==> src/rtl/sdram_arbiter.sv <==
// sdram_arbiter: round-robin arbiter sharing one sdram controller between PORTS requesters,
// turning level req/pulse ack into rd/we strobes and tracking the controller ready handshake.
module sdram_arbiter #(
  parameter int PORTS   = 3,
  parameter int PRIO0   = 0,
  parameter int TIMEOUT = 4095
) (
  input  logic                  clk_i,
  input  logic                  reset_n_i,
  input  logic [PORTS-1:0]      req_i,
  input  logic [PORTS-1:0]      wr_i,
  input  logic [PORTS*27-1:0]   addr_i,
  input  logic [PORTS*16-1:0]   din_i,
  input  logic [PORTS*2-1:0]    wtbt_i,
  output logic [PORTS-1:0]      ack_o,
  output logic [15:0]           dout_o,
  output logic [PORTS-1:0]      grant_o,
  output logic                  err_o,
  output logic [26:0]           mem_addr_o,
  output logic [15:0]           mem_din_o,
  output logic [1:0]            mem_wtbt_o,
  output logic                  mem_rd_o,
  output logic                  mem_we_o,
  input  logic [15:0]           mem_dout_i,
  input  logic                  mem_ready_i
);
  localparam int PW = $clog2(PORTS);
  localparam int CW = $clog2(TIMEOUT + 1);
  typedef enum logic [1:0] {IDLE, WAIT_LOW, WAIT_HIGH, ACK} state_e;
  state_e           state_q;
  logic [PW-1:0]    ptr_q, sel_d, idx_d;
  logic             hit_d, wr_q, err_q, mem_rd_q, mem_we_q;
  logic [CW-1:0]    cnt_q;
  logic [PORTS-1:0] ack_q, grant_q;
  logic [15:0]      dout_q, mem_din_q;
  logic [26:0]      mem_addr_q;
  logic [1:0]       mem_wtbt_q;
  // Scan upward from the port after the last grant; port 0 overrides when prioritised.
  always_comb begin
    sel_d = '0;
    idx_d = '0;
    hit_d = 1'b0;
    for (int k = 1; k <= PORTS; k++) begin
      idx_d = PW'((int'(ptr_q) + k) % PORTS);
      if (!hit_d && req_i[idx_d]) begin
        sel_d = idx_d;
        hit_d = 1'b1;
      end
    end
    if (PRIO0 != 0 && req_i[0]) sel_d = '0;
  end
  always_ff @(posedge clk_i) begin
    if (!reset_n_i) begin
      state_q    <= IDLE;
      ptr_q      <= PW'(PORTS - 1);
      cnt_q      <= '0;
      wr_q       <= 1'b0;
      ack_q      <= '0;
      grant_q    <= '0;
      dout_q     <= '0;
      err_q      <= 1'b0;
      mem_addr_q <= '0;
      mem_din_q  <= '0;
      mem_wtbt_q <= '0;
      mem_rd_q   <= 1'b0;
      mem_we_q   <= 1'b0;
    end else begin
      case (state_q)
        IDLE: if (mem_ready_i && |req_i) begin
          mem_addr_q <= addr_i[27*int'(sel_d) +: 27];
          mem_din_q  <= din_i[16*int'(sel_d) +: 16];
          mem_wtbt_q <= wtbt_i[2*int'(sel_d) +: 2];
          mem_rd_q   <= ~wr_i[sel_d];
          mem_we_q   <= wr_i[sel_d];
          wr_q       <= wr_i[sel_d];
          grant_q    <= PORTS'(1) << sel_d;
          ptr_q      <= sel_d;
          cnt_q      <= '0;
          state_q    <= WAIT_LOW;
        end
        WAIT_LOW, WAIT_HIGH: begin
          cnt_q <= cnt_q + 1'b1;
          if (state_q == WAIT_LOW && !mem_ready_i) begin
            mem_rd_q <= 1'b0;
            mem_we_q <= 1'b0;
            state_q  <= WAIT_HIGH;
          end else if (state_q == WAIT_HIGH && mem_ready_i) begin
            if (!wr_q) dout_q <= mem_dout_i;
            ack_q   <= grant_q;
            state_q <= ACK;
          end else if (cnt_q >= CW'(TIMEOUT - 1)) begin
            mem_rd_q <= 1'b0;
            mem_we_q <= 1'b0;
            err_q    <= 1'b1;
            ack_q    <= grant_q;
            state_q  <= ACK;
          end
        end
        default: begin
          ack_q   <= '0;
          grant_q <= '0;
          state_q <= IDLE;
        end
      endcase
    end
  end
  assign ack_o      = ack_q;
  assign dout_o     = dout_q;
  assign grant_o    = grant_q;
  assign err_o      = err_q;
  assign mem_addr_o = mem_addr_q;
  assign mem_din_o  = mem_din_q;
  assign mem_wtbt_o = mem_wtbt_q;
  assign mem_rd_o   = mem_rd_q;
  assign mem_we_o   = mem_we_q;
endmodule
==> config.mk <==
export PLATFORM = sky130hd
export DESIGN_NAME = sdram_arbiter
export DESIGN_NICKNAME = d
export VERILOG_FILES = /design/src/rtl/sdram_arbiter.sv
export SDC_FILE = /design/constraint.sdc
export NUM_CORES = 1
export LEC_CHECK = 0
export ABC_AREA = 1
export CAP_MARGIN = 20
export CORE_MARGIN = 2
export CORE_UTILIZATION = 28
export CTS_CLUSTER_DIAMETER = 30
export CTS_CLUSTER_SIZE = 8
export DETAILED_ROUTE_END_ITERATION = 16
export SLEW_MARGIN = 25
export SYNTH_ARGS = -nofsm -noshare
export SYNTH_HDL_FRONTEND = slang
export SYNTH_SLANG_ARGS = --single-unit
export TNS_END_PERCENT = 1
==> constraint.sdc <==
create_clock -name clk_i -period 3.3 [get_ports clk_i]
set_input_delay 0.495 -clock clk_i [delete_from_list [all_inputs] [get_ports clk_i]]
set_output_delay 0.495 -clock clk_i [all_outputs]
set_load 0.005 [all_outputs]
Word level (Yosys, flattened, before mapping) --
Index checks and enable logic that the tools add are counted.
Storage, ports and cells: logic and storage cells 97, register bits after elaboration 87
Cells by class: reduce and logical (&&, ||, !) cells 20, add/sub/neg operators 4, multiplexer cells 33, multiply operators 1, bitwise gates (word level) 6, divide/modulo/power cells 3, eq/ne operators 8, shift-type cells 4, order comparisons 5
Operators with widths (count):
- $mod A32 B3 Y32 const B | 3
- $shiftx A81 B8 Y27 | 1
- $shiftx A48 B7 Y16 | 1
- $pmux W12 S2 | 1
- $mux W2 | 7
- $add A12 B1 Y12 const B | 1
- $ge A12 B12 Y1 const B | 1
- $lt A2 B3 Y1 const B | 4
- $mux W12 | 1
- $mux W3 | 4
- $pmux W3 S2 | 2
- $reduce_and A4 Y1 | 3
- $mux W1 | 11
- $ne A3 B3 Y1 const B | 3
- $bmux W1 S2 | 4
- $reduce_and A2 Y1 | 4
- $mul A5 B2 Y7 const A | 1
- $add A2 B2 Y3 const B | 2
- $not A1 Y1 | 6
- $shiftx A6 B4 Y2 | 1
- $logic_and A1 B1 Y1 | 5
- $ne A2 B2 Y1 const B | 2
- $ne A4 B4 Y1 const B | 1
- $pmux W1 S2 | 2
- other kinds (11) | 13

Logic depth before layout (Yosys ltp) --
Gate-level depths: netlist (run 1).
depth in word-level cells 16, mapped depth 17, mapped depth without buffers 16

Least setup slack after synthesis (run 1) --
No wires, ideal clock.
path type flip-flop to flip-flop, from register ptr_q[0], to register mem_din_q[6] (netlist: mem_din_o[6]), period minus slack after synthesis 2.021 ns, path buffers 2, cell stages (with the launch flop) 17, data arrival time 1.900 ns, setup slack 1.279 ns, path through dfxtp_1 > inv_1 > ha_1 > inv_2 > nand2_1 > nand3_1 > nand2_2 > inv_2 > nor2_2 > nand2_1 > nand2_2 > nor2_4 > clkinv_2 > buf_6 > buf_8 > a21oi_2 > a21oi_2
On the way: word-level cells in the longest chain between the ends 12, elaborated cells between the ends (all ways) 22, classes of those cells add/sub (3); div (3); shift (1); mux (11); reduce/logical (4)
RTL lines:
- from (decl) | line 31 | logic [PW-1:0] ptr_q, sel_d, idx_d;
- from (signal assigned) | line 55 | ptr_q <= PW'(PORTS - 1);
- from (signal assigned) | line 77 | ptr_q <= sel_d;
- $add A2 B1 Y3 | line 44 | idx_d = PW'((int'(ptr_q) + k) % PORTS);
- $mod A32 B3 Y32 | line 44
- $bmux W1 S2 | line 45 | if (!hit_d && req_i[idx_d]) begin
- $mux W1 (implied by the code) | line 45
- $mux W1 | line 45
- $logic_not A1 Y1 | line 45
- $logic_and A1 B1 Y1 | line 45
- $mux W1 | line 45
- $logic_not A1 Y1 | line 45
- $logic_and A1 B1 Y1 | line 45
- $mux W2 (*) | line 45
- $shiftx A48 B7 Y16 (*) | line 71 | mem_din_q <= din_i[16*int'(sel_d) +: 16];
- to (signal assigned) | line 71
- to (decl) | line 35 | logic [15:0] dout_q, mem_din_q;
Mark *: on every way between the ends. The rest lies on a longest branch, timed or not. The select of a mux whose other input is x is not followed. A chain may end at the register's enable or synchronous reset.

Worst setup path after layout (run 1) --
from register ptr_q[0], to register mem_addr_q[4] (netlist: mem_addr_o[4])
On the way: word-level cells in the longest chain between the ends 13, elaborated cells between the ends (all ways) 23, classes of those cells add/sub (3); mul (1); div (3); shift (1); mux (11); reduce/logical (4)
RTL lines:
- $add A2 B1 Y3 | line 44
- $mod A32 B3 Y32 | line 44
- $bmux W1 S2 | line 45
- $mux W1 (implied by the code) | line 45
- $mux W1 | line 45
- $logic_not A1 Y1 | line 45
- $logic_and A1 B1 Y1 | line 45
- $mux W1 | line 45
- $logic_not A1 Y1 | line 45
- $logic_and A1 B1 Y1 | line 45
- $mux W2 (*) | line 45
- $mul A5 B2 Y7 (*) | line 70 | mem_addr_q <= addr_i[27*int'(sel_d) +: 27];
- $shiftx A81 B8 Y27 (*) | line 70
- to (signal assigned) | line 70
- to (decl) | line 36 | logic [26:0] mem_addr_q;
Marks and branches as above.

==> out/results.tsv, run 1 <==
stage	metric	value	unit
run_status	status	finished, final reports clean	
clocking	clk_transition_reported_paths	0.07	ns
power_and_ir_drop	combinationalPowerShare	57.7	%
power_and_ir_drop	p_leak	3.00	nW
power_and_ir_drop	largest_vdd_supply_drop	429	uV
timing	rsz_0062_raised_after_global_routing	false	
grt	grt_use_met1	20.6	%
die	top_level_ports	230	
route	wl	15700	um
clocking	post_cts_resized	0	
critical_path	critPathCaptureType	flop	
critical_path	regToRegSetupSlack	0.74	ns
timing	max_slew.worst_pin.slew	0.720	ns
yosys	postSynthCellCount	650	
placed_design	finalWeightedCongestion	0.850	
power_and_ir_drop	cellPowerDensity	783	nW/um^2
clocking	root_buffer	clkbuf_16	
route	drt_pass1_iterations	4	
critical_path	critical_path_depth	14	
critical_path	timing.critical_path.mode_cell	nand2_1	
power_and_ir_drop	netSwitchingPower	0.00255	W
route	route.detailed.drc	0	
timing	finalCriticalPeriod	2.56	ns
worst_hold_path	hold_path_class	reg -> reg	
critical_path	cp_data_required_time	3.53	ns
power_and_ir_drop	seqPwrFrac	25.2	%
critical_path	critical_path.n_buffers_inverters	4	
placed_design	dp.final_hpwl	11200	um
clocking	post-cts-setup-buffer-count	0	
clocking	clock_tree_from_tritoncts	done	
yosys	yosys.area_share.adder	2.67	%
die	core_area	16500	um^2
yosys	yosysUniqueCellTypes	31	
yosys	postSynthRegisterBits	87	
critical_path	ff2ff_path_depth	14	
yosys	yosys_most_used_dff	dfxtp_1	
power_and_ir_drop	power_switching_share	44.1	%
critical_path	worst_setup_path_start_kind	flop	
job	max_cap_violations	0	
yosys	main_combinational_cell_family_by_area_after_synthesis	compound AO/OA/AOI/OAI gates	
grt	vias_in_the_first_global_route	4895	
critical_path	delay_heaviest_family_cp	simple AND/OR/NAND/NOR gates	
yosys	synth_area_leader_cell	dfxtp_1	
critical_path	path_max_fanout	37	
yosys	synth_xor_area_share	0	%
route	viasPerCell	4.62	
yosys	area_fraction_of_the_dominant_cell_type_after_synthesis	37.1	%
critical_path	critPathKind	reg -> reg	
yosys	ys_async_sr_fraction	0	%
yosys	dominant_cell_by_count_in_the_synthesized_netlist	nand2_1	
die	floorplan.die.height	133	um
route	detail-route-antenna-nets	0	
power_and_ir_drop	internal_power	0.00323	W
finish	layoutNonFillerInstCount	1082	
yosys	netlist_area	4690	um^2
finish	syn2layout_area_growth	57.4	%
clocking	worst_skew_pair.late_latency	0.35	ns
grt	use_met3	6.89	%
critical_path	path_cells	inv_1 > ha_1 > inv_2 > nand2_1 > nand3_1 > nand2_2 > inv_2 > nand2_1 > nand3_2 > nand2_4 > buf_4 > nand2_1 > o211ai_1 > a21oi_1	
route	detail_route.iter0.violations	257	
route	post_drt_wl_per_cell	14.5	um
timing	timing_max_transition_violations_final	0	
yosys	synth_warnings	0	
grt	grt_pass1_wl	24800	um
critical_path	cp_slowest_stage_delay	0.40	ns
clocking	htree_num_levels	3	
timing	max_freq	0.391	GHz
grt	overflow	0	
grt	grt_busiest_layer	met2	
yosys	synth_fp_nets	820	
clocking	cts.hold.buffers_added	0	
grt	antenna_found_initial	0	
yosys	fraction_of_the_mapped_netlist_area_in_compound_gates	30.9	%
die	fp-row-count	47	
timing	final-hold-violation-count	0	
clocking	cts_num_sinks	87	
timing	setup-tns-final	0	ns
critical_path	worstPathArrival	2.79	ns
placed_design	place.port_buffers	229	
grt	largest_net_degree_at_the_start_of_global_routing	49	
timing	finalSetupViolations	0	
yosys	sequential_to_total_area_share_from_yosys_stat	37.1	%
route	vias	4995	
grt	grt.met2_usage	29.3	%
power_and_ir_drop	clock_power_share	17.0	%
clocking	clock_path_buffers	2	
finish	layout-drive-gt1-share	8.93	%
timing	skew	0.00776	ns
die	floorplan.initialDensity	28.5	%
yosys	postSynthAreaPerCell	7.22	um^2
timing	slew_headroom	52.0	%
yosys	yosys.area_share.simple	17.1	%
critical_path	crit_slowest_cell	ha_1	
yosys	synthTopCellsByCount	nand2_1, dfxtp_1, inv_1	
yosys	synth.mux.area_fraction	0	%
placed_design	dp.cells	1066	
finish	final_nets	1027	
clocking	cts-buffers-inserted	9	
worst_hold_path	number_of_instances_on_the_worst_hold_path	2	
die	die-area	17800	um^2
yosys	synthTopCellsByArea	dfxtp_1, a21oi_1, nand2_1	
timing	fin_crit_sh	77.6	%
grt	gr-usage-all-layers	17.6	%
finish	antennaDiodeCount	0	
yosys	synth_enable_flop_cells	0	
die	die_w	133	um
-- through the flow --
step	util (%)	instance area (um^2)	hold WS (ns)	power, W	setup slack [ns]
floorplan	-	4690	0.445	0.00377	1.28
global placement	43.2	7110	0.456	0.00485	0.587
detailed placement	43.2	7110	0.460	0.00485	0.542
CTS	44.9	7390	0.471	0.00587	0.718
global route	44.9	7390	0.496	0.00627	0.439
finish	44.9	7390	0.468	0.00579	0.741
-- layer usage --
metal | part of all wire [%] | up-vias
met5 | 0 | -
li1 | - | 2595
met2 | 46 | 172
met1 | 43 | 2207
met3 | 8.6 | 21
met4 | 2.3 | 0
-- worst min-delay path: stages (launching register included) --
cell and delay, ns:
dfxtp_1 0.31, nand2_1 0.06, a21oi_1 0.05
-- layout by cell type (no fill, tap or decap), drive strengths merged, types with 9 or more instances in the layout --
master / instances
inv: 87
clkbuf: 9
buf: 9
a21oi: 109
ha: 10
nand2: 99
o211ai: 47
dfxtp: 87
o21ai: 75
nand3: 23
clkdlybuf4s50: 228
nor2: 58
-- state kept, by name, summed over array words and instances (netlist names) --
name,cells
err_o,1
dout_o,16
mem_din_o,16
state_q,2
cnt_q,12
grant_o,3
mem_rd_o,1
wr_q,1
ptr_q,2
mem_wtbt_o,2
mem_we_o,1
ack_o,3
mem_addr_o,27
-- cells by family (layout without fill, tap and decap cells) --
| family | count (synthesis) | after routing |
|---|---|---|
| AO/OA/AOI/OAI | 236 | 236 |
| AND/OR/NAND/NOR | 191 | 191 |
| buffers and inverters | 126 | 338 |
| flip-flops | 87 | 87 |
| adder cells (fa/ha/maj) | 10 | 10 |
-- area by class of cell --
type / count / area, um^2
multi-input cells: 437 / 2390
repair buffers: 237 / 2380
well taps: 220 / 275
flip-flops and latches: 87 / 1740
inverters: 85 / 320
clock inverters: 7 / 53.8
clock buffers: 9 / 225
fillers: 1687 / 9080
-- power by group through the flow --
| stage | Sequential [W] | Clock, W | Combinational [W] |
|---|---|---|---|
| 6_report | 0.00146 | 0.000986 | 0.00334 |
| 4_1_cts | 0.00146 | 0.00103 | 0.00339 |
| 3_3_place_gp | 0.00148 | 0 | 0.00337 |
| 2_1_floorplan | 0.00149 | 0 | 0.00229 |
| 5_1_grt | 0.00149 | 0.00106 | 0.00371 |
| 3_5_place_dp | 0.00148 | 0 | 0.00337 |
-- path summary, 6_finish.rpt --
check                              from                    endpoint
setup / recovery  ptr_q[0]$_SDFFE_PN0P_  mem_addr_o[4]$_SDFFE_PN0P_
hold / removal    ack_o[1]$_SDFFE_PN0P_       ack_o[1]$_SDFFE_PN0P_
setup reg to reg  ptr_q[0]$_SDFFE_PN0P_  mem_addr_o[4]$_SDFFE_PN0P_
hold reg to reg   ack_o[1]$_SDFFE_PN0P_       ack_o[1]$_SDFFE_PN0P_
Note: power is estimated with default switching activity, not from simulation.
==> inputs of run 2 (changes only) <==
clock period = 2.7 ns   (was 3.3 ns; I/O delays follow)
==> run 2 against run 1 <==
Against the previous run:
- clock skew increased by 0.0026 ns
- global-route usage increased by 0.097 points
- sequential share of layout area decreased by 0.48 points
- core utilization increased by 0.93 points
- die area unchanged
- worst setup slack got worse by 0.43 ns
- fmax increased by 7.1%
- highest routed layer unchanged
- largest cell class is now non-clock buffers
- combinational power increased by 28%
- clock-buffer cell count increased by 3
- via count about the same
- sequential power increased by 23%
==> out/results.tsv, run 2 (same netlist as run 1, synthesis figures left out) <==
stage	metric	value	unit	change
run_status	status	finished, final reports clean		unchanged
clocking	post_cts_resized	0		unchanged
finish	utilization	45.8	%	was 44.9%
placed_design	place.port_buffers	229		unchanged
timing	setup-tns-final	0	ns	unchanged
die	floorplan.die.height	133	um	unchanged
critical_path	cp_data_required_time	2.92	ns	was 3.53 ns
timing	finalSetupViolations	0		unchanged
critical_path	path_max_fanout	24		was 37
route	wl	15800	um	was 15,700 um
job	max_cap_violations	0		unchanged
clocking	cts.hold.buffers_added	0		unchanged
finish	largest_register_ff_count	27		unchanged
grt	vias_in_the_first_global_route	4716		was 4,895
power_and_ir_drop	power_switching_share	41.4	%	was 44.1%
critical_path	critPathKind	reg -> reg		unchanged
route	vias	4994		was 4,995
timing	max_freq	0.418	GHz	was 0.391 GHz
clocking	worst_skew_pair.late_latency	0.34	ns	was 0.35 ns
critical_path	delay_heaviest_family_cp	buffers and inverters		was simple AND/OR/NAND/NOR gates
timing	rsz_0062_raised_after_global_routing	false		unchanged
route	highest-signal-layer	met4		unchanged
critical_path	crit_slowest_cell	ha_1		unchanged
finish	final_nets	1035		was 1,027
timing	timing_max_transition_violations_final	0		unchanged
critical_path	worstPathArrival	2.61	ns	was 2.79 ns
power_and_ir_drop	netSwitchingPower	0.00313	W	was 0.00255 W
critical_path	worst_setup_path_start_kind	flop		unchanged
clocking	cts-buffers-inserted	9		unchanged
route	route.detailed.drc	0		unchanged
finish	syn2layout_area_growth	60.7	%	was 57.4%
die	top_level_ports	230		unchanged
timing	slew_headroom	65.2	%	was 52.0%
critical_path	critical_path.n_buffers_inverters	5		was 4
timing	finalCriticalPeriod	2.39	ns	was 2.56 ns
route	wl_met3	1230	um	was 1350 um
clocking	clock_path_buffers	2		unchanged
power_and_ir_drop	p_leak	3.09	nW	was 3.00 nW
clocking	clock_tree_from_tritoncts	done		unchanged
route	drt_pass1_iterations	6		was 4
placed_design	dp.final_hpwl	11700	um	was 11,200 um
die	die-area	17800	um^2	unchanged
finish	mostFrequentLayoutCell	clkdlybuf4s50_1		unchanged
timing	setup_ws	0.310	ns	was 0.741 ns
clocking	clk_transition_reported_paths	0.06	ns	was 0.07 ns
finish	final_cell_mix	clkdlybuf4s50_1, nand2_1, dfxtp_1, inv_1, a21oi_1		unchanged
route	detail-route-antenna-nets	0		unchanged
timing	skew	0.0103	ns	was 0.00776 ns
timing	max_slew.worst_pin.slew	0.521	ns	was 0.720 ns
power_and_ir_drop	clock_power_share	19.4	%	was 17.0%
power_and_ir_drop	largest_vdd_supply_drop	516	uV	was 429 uV
clocking	post-cts-setup-buffer-count	0		unchanged
critical_path	path_cells	inv_1 > ha_1 > inv_2 > nand2_1 > nand3_1 > nand2_2 > inv_2 > nor2_2 > nand2_1 > nand2_2 > nor2_4 > clkinv_2 > buf_12 > a21oi_2 > a21oi_2		was inv_1 > ha_1 > inv_2 > nand2_1 > nand3_1 > nand2_2 > inv_2 > nand2_1 > nand3_2 > nand2_4 > buf_4 > nand2_1 > o211ai_1 > a21oi_1
route	detail_route.iter0.violations	234		was 257
die	core_area	16500	um^2	unchanged
die	die_w	133	um	unchanged
critical_path	cp_slowest_stage_delay	0.39	ns	was 0.40 ns
die	fp-row-count	47		unchanged
power_and_ir_drop	internal_power	0.00443	W	was 0.00323 W
route	viasPerCell	4.59		was 4.62
grt	largest_net_degree_at_the_start_of_global_routing	41		was 49
die	floorplan.initialDensity	28.5	%	unchanged
route	met1_routed_length	7140	um	was 6820 um
power_and_ir_drop	combinationalPowerShare	56.8	%	was 57.7%
power_and_ir_drop	seqPwrFrac	23.8	%	was 25.2%
finish	antennaDiodeCount	0		unchanged
placed_design	finalWeightedCongestion	0.851		was 0.850
power_and_ir_drop	cellPowerDensity	1000	nW/um^2	was 783 nW/um^2
placed_design	place_ws	0.206	ns	was 0.542 ns
timing	fin_crit_sh	88.5	%	was 77.6%
finish	layout-drive-gt1-share	9.55	%	was 8.93%
grt	overflow	0		unchanged
grt	antenna_found_initial	0		unchanged
worst_hold_path	hold_path_class	in -> reg		was reg -> reg
grt	grt_pass1_wl	25000	um	was 24,800 um
clocking	root_buffer	clkbuf_16		unchanged
finish	fill_cells	1674		was 1,687
route	post_drt_wl_per_cell	14.6	um	was 14.5 um
timing	final-hold-violation-count	0		unchanged
clocking	htree_num_levels	3		unchanged
critical_path	critPathCaptureType	flop		unchanged
clocking	cts_num_sinks	87		unchanged
route	wl_met2	7160	um	was 7200 um
grt	gr-usage-all-layers	17.7	%	was 17.6%
run 2: cell count changes in the layout (fill, tap and decap cells not counted):
cell	previous run	this run
buf_12	3	5
buf_4	5	11
bufinv_16	0	3
clkbuf_1	0	1
clkbuf_8	0	2
clkinv_2	2	1
clkinvlp_4	3	0
inv_6	3	0
run 2: through the flow:
stage / hold slack [ns] / total power (W) / std cells / area [um^2]
after CTS: 0.345 / 0.00767 / 1089 / 7540
after global placement: 0.457 / 0.00614 / 1074 / 7200
final: 0.357 / 0.00756 / 1089 / 7540
after detailed placement: 0.459 / 0.00615 / 1074 / 7200
after floorplan: 0.445 / 0.00461 / 650 / 4690
after global routing: 0.378 / 0.00820 / 1089 / 7540
run 2: metal layers:
| layer | track usage (%) | vias to the layer above |
|---|---|---|
| met2 | 28.0 | 153 |
| met5 | 0 | - |
| met4 | 5.85 | 0 |
| met3 | 5.90 | 18 |
| met1 | 22.6 | 2211 |
| li1 | - | 2612 |
run 2: path summary, 6_finish.rpt:
kind / cells after the start / slack, ns / from / endpoint
worst max-delay path: 15 / 0.31 / ptr_q[0]$_SDFFE_PN0P_ / mem_din_o[11]$_SDFFE_PN0P_
worst min-delay path: 3 / 0.36 / reset_n_i / state_q[0]$_SDFFE_PN0P_
worst max register to register: 15 / 0.31 / ptr_q[0]$_SDFFE_PN0P_ / mem_din_o[11]$_SDFFE_PN0P_
worst min register to register: 2 / 0.47 / ack_o[2]$_SDFFE_PN0P_ / ack_o[2]$_SDFFE_PN0P_
run 2: worst register-to-register path: stages, from the launching register on:
cell and delay [ns]:
dfxtp_1 0.38, inv_1 0.08, ha_1 0.39, inv_2 0.12
nand2_1 0.05, nand3_1 0.07, nand2_2 0.09, inv_2 0.07
nor2_2 0.04, nand2_1 0.08, nand2_2 0.07, nor2_4 0.14
clkinv_2 0.22, buf_12 0.25, a21oi_2 0.17, a21oi_2 0.06
run 2: layout make-up:
type | instances | area [um^2] | share of cell area, %
Multi-Input combinational cell | 437 | 2390 | 31.7
Sequential cell | 87 | 1740 | 23.1
Tap cell | 220 | 275 | 3.65
Inverter | 85 | 320 | 4.25
Clock buffer | 12 | 256 | 3.40
Clock inverter | 3 | 90.1 | 1.19
Timing Repair Buffer | 245 | 2470 | 32.7
run 2: power groups by stage:
stage / sequential [W] / clock [W] / combinational [W]
3_5_place_dp: 0.00182 / 0 / 0.00434
4_1_cts: 0.00179 / 0.00152 / 0.00435
2_1_floorplan: 0.00182 / 0 / 0.00279
6_report: 0.00180 / 0.00147 / 0.00429
5_1_grt: 0.00184 / 0.00157 / 0.00479
3_3_place_gp: 0.00181 / 0 / 0.00433
